`config.mk`:
```
export PLATFORM = sky130hd
export DESIGN_NAME = bitmask_encoder_scan
export DESIGN_NICKNAME = d
export VERILOG_FILES = /design/src/rtl/bitmask_encoder_scan.sv
export SDC_FILE = /design/constraint.sdc
export NUM_CORES = 1
export LEC_CHECK = 0
export CAP_MARGIN = 30
export CELL_PAD_IN_SITES_DETAIL_PLACEMENT = 0
export CELL_PAD_IN_SITES_GLOBAL_PLACEMENT = 2
export CORE_MARGIN = 2
export CORE_UTILIZATION = 33
export DETAILED_ROUTE_END_ITERATION = 12
export MAX_ROUTING_LAYER = met4
export PLACE_DENSITY_LB_ADDON = 0.1
export SYNTH_ARGS = -nofsm -noshare
export SYNTH_HDL_FRONTEND = slang
export SYNTH_SLANG_ARGS = --single-unit
```
`constraint.sdc`:
```
create_clock -name clk -period 4.88 [get_ports clk]
set_input_delay 0.976 -clock clk [delete_from_list [all_inputs] [get_ports clk]]
set_output_delay 0.976 -clock clk [all_outputs]
set_load 0.01 [all_outputs]
```
`src/rtl/bitmask_encoder_scan.sv`:
```
// Serialises a multi-hot vector into one binary index per set bit, lowest or highest first.
// One cycle from accept to first code, then one code per cycle; a stalled beat holds its code.
module bitmask_encoder_scan #(
    parameter int N         = 16,
    parameter int W         = 4,
    parameter int MSB_FIRST = 0
) (
    input  logic         clk,
    input  logic         rst,
    input  logic         in_valid,
    output logic         in_ready,
    input  logic [N-1:0] in_vec,
    output logic         out_valid,
    input  logic         out_ready,
    output logic [W-1:0] out_code,
    output logic         out_last,
    output logic         zero_flag,
    output logic [W:0]   count
);

    typedef enum logic {IDLE, EMIT} state_t;

    state_t       state_q, state_d;
    logic [N-1:0] pend_q, pend_d;
    logic         out_valid_q, out_valid_d;
    logic [W-1:0] out_code_q, out_code_d;
    logic         out_last_q, out_last_d;
    logic         zero_q, zero_d;
    logic [W:0]   count_q, count_d;
    logic [N-1:0] pend_nxt;

    // Later matches overwrite earlier ones, so the scan direction picks the winner.
    function automatic logic [W-1:0] prio_enc(input logic [N-1:0] v);
        logic [W-1:0] idx;
        int j;
        idx = '0;
        for (int i = 0; i < N; i++) begin
            j = (MSB_FIRST != 0) ? i : (N - 1 - i);
            if (v[j]) idx = W'(j);
        end
        return idx;
    endfunction

    function automatic logic [W:0] popcnt(input logic [N-1:0] v);
        logic [W:0] c;
        c = '0;
        for (int i = 0; i < N; i++) c = c + {{W{1'b0}}, v[i]};
        return c;
    endfunction

    always_comb begin
        state_d     = state_q;
        pend_d      = pend_q;
        out_valid_d = out_valid_q;
        out_code_d  = out_code_q;
        out_last_d  = out_last_q;
        zero_d      = 1'b0;
        count_d     = count_q;
        pend_nxt    = pend_q & ~({{(N-1){1'b0}}, 1'b1} << out_code_q);

        if (state_q == IDLE) begin
            if (in_valid) begin
                pend_d  = in_vec;
                count_d = popcnt(in_vec);
                if (in_vec == '0) begin
                    zero_d = 1'b1;
                end else begin
                    state_d     = EMIT;
                    out_valid_d = 1'b1;
                    out_code_d  = prio_enc(in_vec);
                    out_last_d  = (popcnt(in_vec) == (W+1)'(1));
                end
            end
        end else if (out_ready) begin
            if (out_last_q) begin
                state_d     = IDLE;
                pend_d      = '0;
                out_valid_d = 1'b0;
                out_code_d  = '0;
                out_last_d  = 1'b0;
            end else begin
                pend_d     = pend_nxt;
                out_code_d = prio_enc(pend_nxt);
                out_last_d = (popcnt(pend_nxt) == (W+1)'(1));
            end
        end
    end

    always_ff @(posedge clk) begin
        if (rst) begin
            state_q     <= IDLE;
            pend_q      <= '0;
            out_valid_q <= 1'b0;
            out_code_q  <= '0;
            out_last_q  <= 1'b0;
            zero_q      <= 1'b0;
            count_q     <= '0;
        end else begin
            state_q     <= state_d;
            pend_q      <= pend_d;
            out_valid_q <= out_valid_d;
            out_code_q  <= out_code_d;
            out_last_q  <= out_last_d;
            zero_q      <= zero_d;
            count_q     <= count_d;
        end
    end

    assign in_ready  = (state_q == IDLE);
    assign out_valid = out_valid_q;
    assign out_code  = out_code_q;
    assign out_last  = out_last_q;
    assign zero_flag = zero_q;
    assign count     = count_q;

endmodule

```
---- After elaboration in Yosys (flattened, before gate mapping) ----
Cells that the tools add are included.
storage, ports and cells
  bits in registers ....................... 29
  input port bits ......................... 20
  output and inout port bits .............. 13
operators by class
  add/sub/neg operators ................... 30
  eq/ne operators ......................... 5
  shifts and indexed selects .............. 1
  muxes and demuxes ....................... 57
  bitwise logic cells ..................... 4
  reductions and logical operators ........ 7
operators with widths
  operator                                                                 count
  4-bit two-way mux                                                        37
  5-bit by 1-bit adder with 5-bit output                                   22
  16-bit two-way mux                                                       4
  16-bit bitwise AND                                                       1
  16-bit zero test                                                         1
  1-bit two-way mux                                                        16
  16-bit NOT                                                               1
  1-bit by 4-bit left shift with 16-bit output, first input constant       1
  4-bit by 1-bit adder with 5-bit output                                   2
  5-bit by 1-bit equality test with 1-bit output, second input constant    2
  3-bit by 1-bit adder with 4-bit output                                   2
  2-bit by 1-bit adder with 3-bit output                                   2
  1-bit by 1-bit adder with 2-bit output                                   2
  2-bit inequality test, second input constant                             2
  2-bit AND reduction                                                      2
  4-bit AND reduction                                                      1
  3-bit AND reduction                                                      1
  3-bit OR reduction                                                       1
  2-bit by 1-bit inequality test with 1-bit output, second input constant  1
  1-bit NOT                                                                2
  2-bit nonzero test                                                       1

---- Depth between registers and ports, before layout ----
Gate-level depths: netlist (run 1).
  word-level depth ........................ 22
  depth in mapped cells ................... 17

---- Least setup slack after synthesis (run 1) ----
OpenSTA, ideal clock, no wires.
  kind .................................... register to register
  from .................................... register out_code_q[2] (netlist: out_code[2])
  to ...................................... register out_last_q (netlist: out_last)
  data arrival time ....................... 4.286 ns
  required time ........................... 4.794 ns
  setup slack ............................. 0.509 ns
  stages on the path, launching flop included .. 16
  period minus slack after synthesis ...... 4.371 ns
  cell sequence ........................... dfxtp_1 buf_6 or2b_1 o21ai_0 inv_1 fa_1 inv_1 fa_1 fa_1 fa_1 inv_1 ha_1 fa_1 nor3_1 a41oi_1 a211oi_1
on the way
  cells in the longest elaborated chain, start to end .. 22
ends and longest elaborated chain
  item                                                  RTL line  RTL
  from (decl)                                           26        logic [W-1:0] out_code_q, out_code_d;
  from (signal assigned)                                102       out_code_q <= out_code_d;
  1-bit by 4-bit left shift with 16-bit output *        59        pend_nxt = pend_q & ~({{(N-1){1'b0}}, 1'b1} << out_code_q);
  16-bit NOT *                                          59
  16-bit bitwise AND *                                  59
  1-bit by 1-bit adder with 2-bit output                47        for (int i = 0; i < N; i++) c = c + {{W{1'b0}}, v[i]};
  2-bit by 1-bit adder with 3-bit output                47
  3-bit by 1-bit adder with 4-bit output                47
  4-bit by 1-bit adder with 5-bit output                47
  5-bit by 1-bit adder with 5-bit output (10 in a row)  47
  5-bit by 1-bit adder with 5-bit output *              47
  5-bit by 1-bit equality test with 1-bit output *      84        out_last_d = (popcnt(pend_nxt) == (W+1)'(1));
  1-bit two-way mux *                                   75        if (out_last_q) begin
  1-bit two-way mux *                                   74        end else if (out_ready) begin
  1-bit two-way mux *                                   61        if (state_q == IDLE) begin
  to (signal assigned)                                  103       out_last_q <= out_last_d;
  to (decl)                                             27        logic out_last_q, out_last_d;
Every way passes the cells marked *; elsewhere a longest branch is shown, timed or not. The select of a mux whose other input is x is not followed.
A chain may end at the register's enable or synchronous reset.

---- Final worst setup path (run 1) ----
  from .................................... input port in_vec[1]
  to ...................................... register out_last_q (netlist: out_last)
on the way
  cells in the longest elaborated chain, start to end .. 19
  elaborated cells on any way between the ends .. 22
  those cells by class .................... add/sub (15); eq/ne (2); mux (3); reduce/logical (2)
ends and longest elaborated chain
  item                                                  RTL line  RTL
  from (decl)                                           12        input logic [N-1:0] in_vec,
  1-bit by 1-bit adder with 2-bit output                47
  2-bit by 1-bit adder with 3-bit output                47
  3-bit by 1-bit adder with 4-bit output                47
  4-bit by 1-bit adder with 5-bit output                47
  5-bit by 1-bit adder with 5-bit output (11 in a row)  47
  5-bit by 1-bit equality test with 1-bit output        71        out_last_d = (popcnt(in_vec) == (W+1)'(1));
  1-bit two-way mux                                     65        if (in_vec == '0) begin
  1-bit two-way mux                                     62        if (in_valid) begin
  1-bit two-way mux                                     61
Parallel ways exist; a longest one is shown, timed or not. The select of a mux whose other input is x is not followed.

==> reports/results.ini, run 1 <==
[synthesis]
syn_area_per_cell_um2 = 8.054
synth_area_um2 = 2618
yosysTopAreaCell = dfxtp_1
synth_edf_count = 0
ys_types = 52
yosysTopAreaCellShare = 0.2218
yosys_warnings = 0
synthCells = 325
yosysSeqAreaShare = 0.2218
syn-num-nets = 376
synth-main-ff-cell = dfxtp_1
ys_top_cells_by_area = dfxtp_1 22%, fa_1 15%, inv_1 6.3%, ha_1 5.3%, o21ai_0 5.0%
async_flop_share = 0
synthTopCellsByCount = 44 x inv_1, 33 x nor2_1, 29 x dfxtp_1
synth_most_common_cell = inv_1
ys_ff_latch = 29

[power_and_ir_drop]
switching_share = 0.4276
power_frac_seq = 0.248
p_int_mw = 0.7011
clkPwrFrac = 0.170
total_leakage_power_nw = 1.470
total_power_mw = 1.225
vdd_ir_drop_max_uv = 189.4
p_per_area_nw_per_um2 = 368.2
switchingPower_mw = 0.5238
p_comb_frac = 0.582

[timing]
clock_skew_ps = 19.48
rsz0062_at_grt = false
finalCriticalPeriod_ps = 4716
drv_slew = 0
max_freq_ghz = 0.2121
min_period_over_period = 0.9664
setup_viol = 0
slew_headroom = 0.4363
worst_pin_slew_ps = 838.3
hold_viol_final = 0

[route]
wl_met2_um = 4115
remaining_drc_errors = 0
vias = 2460
drt_first_iter_violations = 88
first_pass_iters = 4
route.met3.wl_um = 151
wl_per_cell_um = 17.36
top_layer = met4
wirelength_um = 8316
ant_nets = 0
wl_met1_um = 3912
vias_per_cell = 5.136

[placed_design]
place_congestion = 0.8616
place_inst = 471
dp_hpwl_um = 6567
postPlaceCellArea_um2 = 3192
port_buffers = 32

[flow_run]
maxCapViolations = 0

[floorplanning]
start_util = 0.3405
io_pins = 33
die_h_um = 93.06
chipWidth_um = 93.06
die-area_um2 = 8660
core.rowCount = 32
core_area_um2 = 7687

[cts]
cts_buffer_depth = 2
clk-insertion-delay-late_ps = 290
ctsHtreeMaxLevel = 2
cts.clk_slew.worst_paths_ps = 80
cts_tree = done
clockRootBuffer = clkbuf_8
cts_hold_buf = 0
numClockSinks = 29
cts_buffers = 5

[hold_path]
worstHoldPathType = reg2reg

[global_route]
overflow = 0
grtUsageTotal = 0.2147
grt_pass1_vias = 2602
grt_start_max_net_pins = 30
antenna_found_initial = 0
grt_pass1_wl_um = 13900

[setup_path]
cp-start-kind = input pin
arrival_ps = 4920
cp.required_ps = 5090
worstSetupPathType = in2reg
cp_max_fo = 2
cp-end-kind = flop

[final_layout]
fin_nets = 427
fillers = 811
drive_gt1_frac = 0.1406
diodes = 0
final_cells = 479
area_growth_pct = 27.10
register_area_um2 = 581.8
multiInputGateArea_um2 = 1833
fin_area_um2 = 3327

[outcome]
status = complete, no violations

-- layout make-up --
type,count,area share
Multi-Input combinational cell,238,0.5510
Sequential cell,29,0.1749
Timing Repair Buffer,58,0.1602
Inverter,44,0.04964
Tap cell,102,0.03836
Clock buffer,5,0.02068
Clock inverter,3,0.005265
-- through the flow --
stage,setup TNS (ps),utilization,hold WS (ps),setup WS (ps)
2_1_floorplan,0,-,465.8,508.8
3_3_place_gp,-184.3,0.4152,446.9,-184.3
3_5_place_dp,-356.3,0.4152,450.8,-356.3
4_1_cts,0,0.4284,464.9,21.02
5_1_grt,0,0.4328,491.6,2.138
6_report,0,0.4328,465.3,164.2
-- power by group through the flow --
stage	combinational (mW)	clock, mW	sequential, mW
floorplan	0.451	0	0.305
global placement	0.679	0	0.309
detailed placement	0.678	0	0.308
CTS	0.706	0.209	0.304
global route	0.817	0.218	0.309
finish	0.713	0.208	0.304
-- registers in the layout, summed over array words and instances (netlist names) --
name and count:
pend_q 16, zero_flag 1, state_q 1, out_code 4, out_valid 1, out_last 1, count 5
-- logic make-up after synthesis --
| family | Yosys count | share of synthesized area |
|---|---|---|
| simple gates | 103 | 0.2008 |
| compound gates | 96 | 0.2486 |
| buf+inv | 58 | 0.08939 |
| fa+ha+maj | 31 | 0.2055 |
| flops | 29 | 0.2218 |
| mux | 6 | 0.02724 |
| xor+xnor | 2 | 0.006693 |
-- layout by cell type (no fill, tap or decap), types with 5 or more instances in the layout --
master	instances
nor3_1	19
dlymetal6s2s_1	7
clkdlybuf4s50_1	25
nand2_1	14
o21ai_0	25
nand2b_1	7
a21oi_1	18
nor2_1	33
fa_1	20
o21ai_1	5
o21a_1	14
dfxtp_1	28
clkbuf_8	5
buf_4	26
nand3_1	6
inv_1	42
nor4_1	5
ha_1	10
-- final timing paths --
kind,from,endpoint,slack (ps),depth (start not counted)
max reg2reg,out_code[3],out_last,250,14
max,in_vec[1],out_last,160,14
min,count[3],count[3],470,2
min reg2reg,count[3],count[3],470,2
-- worst max-delay path, cell delays in order --
cell             delay (ps)
clkdlybuf4s50_1         450
fa_1                    510
inv_1                    50
fa_1                    490
fa_1                    450
fa_1                    460
inv_1                    70
ha_2                    170
inv_1                    60
fa_1                    570
nand3_2                 100
nor4bb_4                310
a41oi_2                  70
a211oi_1                210
-- per-layer routing --
metal  vias up  track usage
li1       1229            -
met1      1178       0.2741
met4         0      0.06373
met2        43       0.3575
met3        10      0.02820
met5         -            -
-- what timing repair did --
item                       in CTS  in global routing
resized for setup               2                 14
setup endpoints to repair       1                  1
pin swaps                       0                  7
setup buffers                   0                  0
No activity file was read; power rests on OpenSTA's default activity.
==> inputs of run 2 (changes only) <==
--- a/config.mk
+++ b/config.mk
@@ -13,6 +13,7 @@
 export DETAILED_ROUTE_END_ITERATION = 12
 export MAX_ROUTING_LAYER = met4
 export PLACE_DENSITY_LB_ADDON = 0.1
+export SLEW_MARGIN = 25
 export SYNTH_ARGS = -nofsm -noshare
 export SYNTH_HDL_FRONTEND = slang
 export SYNTH_SLANG_ARGS = --single-unit
==> results of run 2 <==
The final DEF is identical to that of run 1; final timing and power are the same.
